[config.mk]
export PLATFORM = sky130hd
export DESIGN_NAME = packet_sender
export DESIGN_NICKNAME = d
export VERILOG_FILES = /design/src/rtl/packet_sender.sv
export SDC_FILE = /design/constraint.sdc
export NUM_CORES = 1
export LEC_CHECK = 0
export ABC_AREA = 1
export BUFFER_PORTS_ARGS = -buffer_cell sky130_fd_sc_hd__clkbuf_2
export CELL_PAD_IN_SITES_DETAIL_PLACEMENT = 2
export CELL_PAD_IN_SITES_GLOBAL_PLACEMENT = 2
export CORE_ASPECT_RATIO = 0.8
export CORE_MARGIN = 2
export CORE_UTILIZATION = 34
export DETAILED_ROUTE_END_ITERATION = 12
export PLACE_DENSITY_LB_ADDON = 0.1
export SLEW_MARGIN = 0
export SYNTH_ARGS = -nofsm -noshare
export SYNTH_HDL_FRONTEND = slang
export SYNTH_SLANG_ARGS = --single-unit
[constraint.sdc]
create_clock -name clk -period 5.5 [get_ports clk]
set_input_delay 0.55 -clock clk [delete_from_list [all_inputs] [get_ports clk]]
set_output_delay 0.55 -clock clk [all_outputs]
set_load 0.1 [all_outputs]
[src/rtl/packet_sender.sv]
// packet_sender: serialises one 40-bit packet {dest[7:0], payload[31:0]}
// into a FLAG-delimited, byte-stuffed stream for one 8-bit mesh edge input.
//
// state   | meaning
// --------+-------------------------------------------------------------
// S_IDLE  | no frame, out_byte = IDLE_BYTE, ready to accept
// S_SOF   | opening FLAG on out_byte
// S_FIELD | field idx_q on out_byte (raw byte, or ESC if it needs stuffing)
// S_ESC2  | stuffed field byte (byte ^ XOR_MASK) on out_byte
// S_EOF   | closing FLAG on out_byte, frame_done asserted
// S_GAP   | IDLE_BYTE gap, gap_q counts down to 0 (last cycle is ready)
module packet_sender #(
    parameter logic [7:0]  FLAG      = 8'h7E,
    parameter logic [7:0]  ESC       = 8'h7D,
    parameter logic [7:0]  XOR_MASK  = 8'h20,
    parameter logic [7:0]  IDLE_BYTE = 8'h00,
    parameter int unsigned GAP_BYTES = 1
) (
    input  logic        clk,
    input  logic        rst,
    input  logic [39:0] in_pkt,
    input  logic        in_valid,
    output logic        in_ready,
    output logic [7:0]  out_byte,
    output logic        busy,
    output logic        frame_done,
    output logic [15:0] frame_count
);

    typedef enum logic [2:0] {
        S_IDLE,
        S_SOF,
        S_FIELD,
        S_ESC2,
        S_EOF,
        S_GAP
    } state_t;

    localparam logic [3:0] GAP_LOAD = 4'(GAP_BYTES - 1);

    state_t      state_q, state_d;
    logic [2:0]  idx_q, idx_d;
    logic [3:0]  gap_q, gap_d;
    logic [39:0] hold_q;
    logic [7:0]  out_q, out_d;
    logic        busy_q;
    logic        done_q;
    logic [15:0] frame_count_q;

    logic        accept;
    logic        advance;
    logic [7:0]  cur_byte;
    logic [7:0]  nxt_byte;
    logic [7:0]  first_byte;

    // Field i of the held packet, MSB-first: dest, then payload bytes.
    function automatic logic [7:0] field_byte(input logic [2:0] idx, input logic [39:0] pkt);
        logic [7:0] b;
        case (idx)
            3'd0:    b = pkt[39:32];
            3'd1:    b = pkt[31:24];
            3'd2:    b = pkt[23:16];
            3'd3:    b = pkt[15:8];
            default: b = pkt[7:0];
        endcase
        return b;
    endfunction

    function automatic logic needs_esc(input logic [7:0] b);
        return (b == FLAG) || (b == ESC);
    endfunction

    assign in_ready    = (state_q == S_IDLE) || ((state_q == S_GAP) && (gap_q == 4'd0));
    assign accept      = in_valid && in_ready;
    assign out_byte    = out_q;
    assign busy        = busy_q;
    assign frame_done  = done_q;
    assign frame_count = frame_count_q;

    assign cur_byte   = field_byte(idx_q, hold_q);
    assign nxt_byte   = field_byte(3'(idx_q + 3'd1), hold_q);
    assign first_byte = field_byte(3'd0, hold_q);

    // Next state and the byte that will be registered onto the link.
    always_comb begin
        state_d = state_q;
        idx_d   = idx_q;
        gap_d   = gap_q;
        out_d   = IDLE_BYTE;
        advance = 1'b0;

        case (state_q)
            S_IDLE: begin
                if (accept) begin
                    state_d = S_SOF;
                    out_d   = FLAG;
                end
            end
            S_SOF: begin
                state_d = S_FIELD;
                idx_d   = 3'd0;
                out_d   = needs_esc(first_byte) ? ESC : first_byte;
            end
            S_FIELD: begin
                if (needs_esc(cur_byte)) begin
                    state_d = S_ESC2;
                    out_d   = cur_byte ^ XOR_MASK;
                end else begin
                    advance = 1'b1;
                end
            end
            S_ESC2: begin
                advance = 1'b1;
            end
            S_EOF: begin
                state_d = S_GAP;
                gap_d   = GAP_LOAD;
                out_d   = IDLE_BYTE;
            end
            S_GAP: begin
                if (gap_q == 4'd0) begin
                    if (accept) begin
                        state_d = S_SOF;
                        out_d   = FLAG;
                    end else begin
                        state_d = S_IDLE;
                    end
                end else begin
                    gap_d = gap_q - 4'd1;
                end
            end
            default: begin
                state_d = S_IDLE;
            end
        endcase

        // Move on to the next field, or close the frame after the last one.
        if (advance) begin
            if (idx_q == 3'd4) begin
                state_d = S_EOF;
                out_d   = FLAG;
            end else begin
                state_d = S_FIELD;
                idx_d   = 3'(idx_q + 3'd1);
                out_d   = needs_esc(nxt_byte) ? ESC : nxt_byte;
            end
        end
    end

    // State, registered link outputs and frame counter.
    always_ff @(posedge clk or negedge rst) begin
        if (!rst) begin
            state_q       <= S_IDLE;
            idx_q         <= 3'd0;
            gap_q         <= 4'd0;
            out_q         <= IDLE_BYTE;
            busy_q        <= 1'b0;
            done_q        <= 1'b0;
            frame_count_q <= 16'd0;
        end else begin
            state_q <= state_d;
            idx_q   <= idx_d;
            gap_q   <= gap_d;
            out_q   <= out_d;
            busy_q  <= (state_d != S_IDLE);
            done_q  <= (state_d == S_EOF);
            if (state_q == S_EOF) begin
                frame_count_q <= frame_count_q + 16'd1;
            end
        end
    end

    // Packet hold register; in_pkt is free to change once accepted.
    always_ff @(posedge clk or negedge rst) begin
        if (!rst) begin
            hold_q <= 40'd0;
        end else if (accept) begin
            hold_q <= in_pkt;
        end
    end

endmodule

==> results <==
- Synthesis instantiated 34 different standard cells from the library.
- The global-route wire length before repair is 22500 microns.
- The tool flagged a number of max-cap violations equal to 0.
- For the finished layout, the period the worst path requires is 2.94 ns.
- The highest-delay cell along the critical path is sky130_fd_sc_hd__dfrtp_1.
- The first-pass iteration count of the detailed router is 4.
- After clock tree synthesis, the flow added hold-fix buffers numbering 0.
- The flow ran to the end, and the final reports show no timing, DRC or antenna violations.
- The highest-utilization routing layer at the global route stage is met2.
- The initial antenna violation count came to 0.
- Static timing analysis puts the maximum clock frequency at 340 MHz.
- The met3 track utilization from global routing is 0.0498.
- The detail route stage leaves a number of antenna-violating nets equal to 0.
- Yosys printed 0 warnings.
- Synthesis handed over a netlist of 562 instances.
- The H-tree was split into 3 levels.
- The launching point of the worst reg2reg path is idx_q[2].
- The number of hold-slack violations in the final timing report came to 0.
- The initial detailed-routing violation count is 204.
- Setup repair after global routing left no endpoint under its margin.
- Of the post-synthesis cell area, the dominant cell type holds 0.458.
- Routability-driven placement finished with a final weighted congestion of 0.912.
- After synthesis, the cell types taking the most area are sky130_fd_sc_hd__dfrtp_1 46%, sky130_fd_sc_hd__nand2_1 21%, sky130_fd_sc_hd__nand3_1 5.4%, sky130_fd_sc_hd__inv_1 4.6%, sky130_fd_sc_hd__nor2_1 3.8%.
- Adding up every negative setup slack in the final design gives 0 ns.
- Counting stages on the worst path, the most repeated cell is sky130_fd_sc_hd__nand2_1.
- The top cell types in the final layout, fill and taps aside, are 231 x sky130_fd_sc_hd__nand2_1, 76 x sky130_fd_sc_hd__dfrtp_1, 68 x sky130_fd_sc_hd__clkbuf_2.
- The worst setup path is captured at a flip-flop.
- The startpoint type of the worst setup path is a flip-flop.
- Data on the critical path is required at its endpoint by 5.74 ns.
- The pin count of the biggest net entering global routing is 77.
- In this run the standard cell core region covers 0.0120 sq mm.
- The number of placed I/O pins is 70.
- For this run, the post-layout net count is 678.
- Buffers added to address setup during post-CTS repair amount to 0.
- In this run the worst hold path is classified as in -> async.
- The root cell of the clock tree is sky130_fd_sc_hd__clkbuf_16.
- The overall routing resource usage is 0.225.
- The largest vdd supply drop is 0.000346 V.
- The mapped netlist covers 0.00415 sq mm.
- Clock latency on the worst-skew pair, taken at its later pin, is 0.35 ns.
- The worst-case setup margin in the final layout is 2.56 ns.
- TritonCTS built the clock tree.
- The reg-to-reg endpoint is out_byte[1].
- The aggregate global routing overflow is 0.
- The worst pin sits at a relative slew slack of 0.333.
- The layout has 1437 filler cells.
- The initial cell density of the core is 0.345.
- The routed wire length is 13700 microns.
- In the finished design, the share of the clock period the worst path needs comes to 0.535.
- The register-to-register setup slack is 2.56 ns.
- The fraction of layout instances using a drive strength above 1 is 0.166.
- At the pin with the least slew margin, the transition time is 1.00 ns.
- The critical path contains buffers and inverters numbering 2 combined.
- The HPWL after detailed placement is 10200 microns.
- The count of buffers added on input and output ports is 69.
- The post-CTS resize count is 0.
- Summed over all cells, the static leakage comes to 2.68 nW.
- The average size of a mapped cell is 7.39 sq um.
- Synthesis produced a netlist with a net count of 613.
- The count of final setup violators is 0.
- The die is 103 microns tall.
- The ratio of total power to cell area is 704 mW/mm^2.
- The largest fanout of any net on the critical path is 27.
- The number of clock buffers inserted by TritonCTS is 9.
- The vias after detailed routing is 3972.
- The delay of the slowest cell on the worst path is 0.42 ns.
- The power consumption is 0.00346 W.
- The library cell used most frequently in the layout, excluding fill and tap cells, is sky130_fd_sc_hd__nand2_1.
- The via count of the first global-routing pass came to 4231.
- The signal on the critical path passes through inv_2 > ha_1 > nand2_1 > nand4_2 > inv_1 > nand2_1 > nand2_1 > nand3_1 > nor2_1 > nand3_1 > nand2_1 > nand2_1 > nand2_1 > nand2_1.
- The post-detailed-route wirelength per cell is 17.5 microns.
- The number of buffers on the longest clock path is 2.
- The share of the Yosys chip area taken by registers is 0.458.
- From synthesis to final layout, the design area changed by 18.4%.
- The critical path class is reg -> reg.
- The total die area is 0.0131 sq mm.
- The floorplan die width is 128 microns.
- The synthesized design contains 76 register bits.
- The number of design rule violations left after detail routing is 0.
- The met2 capacity usage during global routing is 0.362.
- On the final layout, the worst clock skew is 0.0103 ns.
- Clock-pin slew was measured on the worst setup and hold paths at 0.06 ns.
- Using the TritonRoute via totals, the vias-per-cell ratio works out to 5.07.
- Broken down by cell family, the worst path's largest delay share belongs to simple AND/OR/NAND/NOR gates.
- At the worst endpoint, the arrival time is 3.18 ns.
- Before CTS, the worst setup slack after placement is 2.60 ns.
- The met1 global-route usage is 0.309.
- In this run the core area contains 36 standard-cell rows.
- The number of pins with negative max-slew slack in the final report is 0.
- The number of antenna diodes in the final layout is 0.
- The clock drives 76 sinks.
- For the worst flop-to-flop path, the logic depth is 14.
- The biggest area consumer among synthesized cells is sky130_fd_sc_hd__dfrtp_1.
==> state kept, by name (all words and copies together) (netlist names) <==
name,flops
hold_q,40
frame_count,16
out_byte,8
gap_q,4
idx_q,3
state_q,3
busy,1
frame_done,1
==> cell families (layout without fill, tap and decap cells) <==
family	after synthesis	in the layout	synth area share
AND/OR/NAND/NOR	346	346	0.347
flip-flops	76	76	0.458
buffers and inverters	69	139	0.0696
AO/OA/AOI/OAI	48	48	0.0699
XOR/XNOR	15	15	0.0316
adder cells (fa/ha/maj)	8	8	0.0241
==> area by class of cell <==
| class | instances | area [sq um] | share of cell area |
|---|---|---|---|
| multi-input combinational | 417 | 1960 | 0.399 |
| sequential | 76 | 1900 | 0.387 |
| timing repair buffer | 71 | 363 | 0.0738 |
| clock buffer | 11 | 243 | 0.0494 |
| inverter | 52 | 195 | 0.0397 |
| tap | 152 | 190 | 0.0387 |
| clock inverter | 5 | 61.3 | 0.0125 |
==> metal layers <==
| metal | vias to the layer above | share of wire |
|---|---|---|
| li1 | 1889 | - |
| met1 | 2001 | 0.49 |
| met2 | 69 | 0.46 |
| met3 | 13 | 0.037 |
| met4 | 0 | 0.012 |
| met5 | - | 0 |
==> where the power goes <==
group          switching [W]  internal [W]  total [W]
Combinational        0.00140      0.000471    0.00187
Sequential          0.000208      0.000769   0.000977
Clock               0.000246      0.000365   0.000612
Total                0.00185       0.00161    0.00346
==> synth_stat cells <==
cell,count
sky130_fd_sc_hd__o21ai_4,1
sky130_fd_sc_hd__buf_6,1
sky130_fd_sc_hd__and2_1,1
sky130_fd_sc_hd__a21oi_4,1
sky130_fd_sc_hd__xor2_1,10
sky130_fd_sc_hd__o211ai_1,1
sky130_fd_sc_hd__nor2_2,3
sky130_fd_sc_hd__o21bai_1,1
sky130_fd_sc_hd__buf_4,2
sky130_fd_sc_hd__clkbuf_1,2
sky130_fd_sc_hd__ha_1,8
sky130_fd_sc_hd__nand2_2,4
sky130_fd_sc_hd__a21oi_1,7
sky130_fd_sc_hd__o22ai_1,3
sky130_fd_sc_hd__inv_1,51
sky130_fd_sc_hd__o21ai_0,28
sky130_fd_sc_hd__nand4_2,1
sky130_fd_sc_hd__nor2_1,42
sky130_fd_sc_hd__and3_1,1
sky130_fd_sc_hd__nand3_2,1
sky130_fd_sc_hd__dfrtp_1,76
sky130_fd_sc_hd__nand2_1,231
sky130_fd_sc_hd__nand4_1,8
sky130_fd_sc_hd__clkbuf_2,1
sky130_fd_sc_hd__nor3_2,2
sky130_fd_sc_hd__xnor2_1,5
sky130_fd_sc_hd__a31oi_1,1
sky130_fd_sc_hd__o21a_1,1
sky130_fd_sc_hd__o21ai_2,4
sky130_fd_sc_hd__inv_2,1
sky130_fd_sc_hd__nand3_1,45
sky130_fd_sc_hd__buf_2,11
sky130_fd_sc_hd__nor3_1,5
sky130_fd_sc_hd__nand3b_1,2
==> metrics by stage <==
stage,util,area (sq um),hold WS (ns),std cells
final,0.409,4920,0.320,784
after global routing,0.409,4920,0.407,784
after CTS,0.409,4920,0.387,784
after detailed placement,0.383,4610,0.471,768
after global placement,0.383,4610,0.463,768
after floorplan,-,4150,0.254,562
==> worst max path at each step <==
stage	startpoint	cells after the start	to
5_1_grt	gap_q[0]	12	out_byte[4]
6_report	idx_q[2]	14	out_byte[1]
3_5_place_dp	gap_q[0]	12	out_byte[4]
2_1_floorplan	state_q[0]	10	hold_q[33]
4_1_cts	gap_q[0]	12	out_byte[4]
3_3_place_gp	gap_q[0]	12	out_byte[4]
Note: power is estimated with default switching activity, not from simulation.
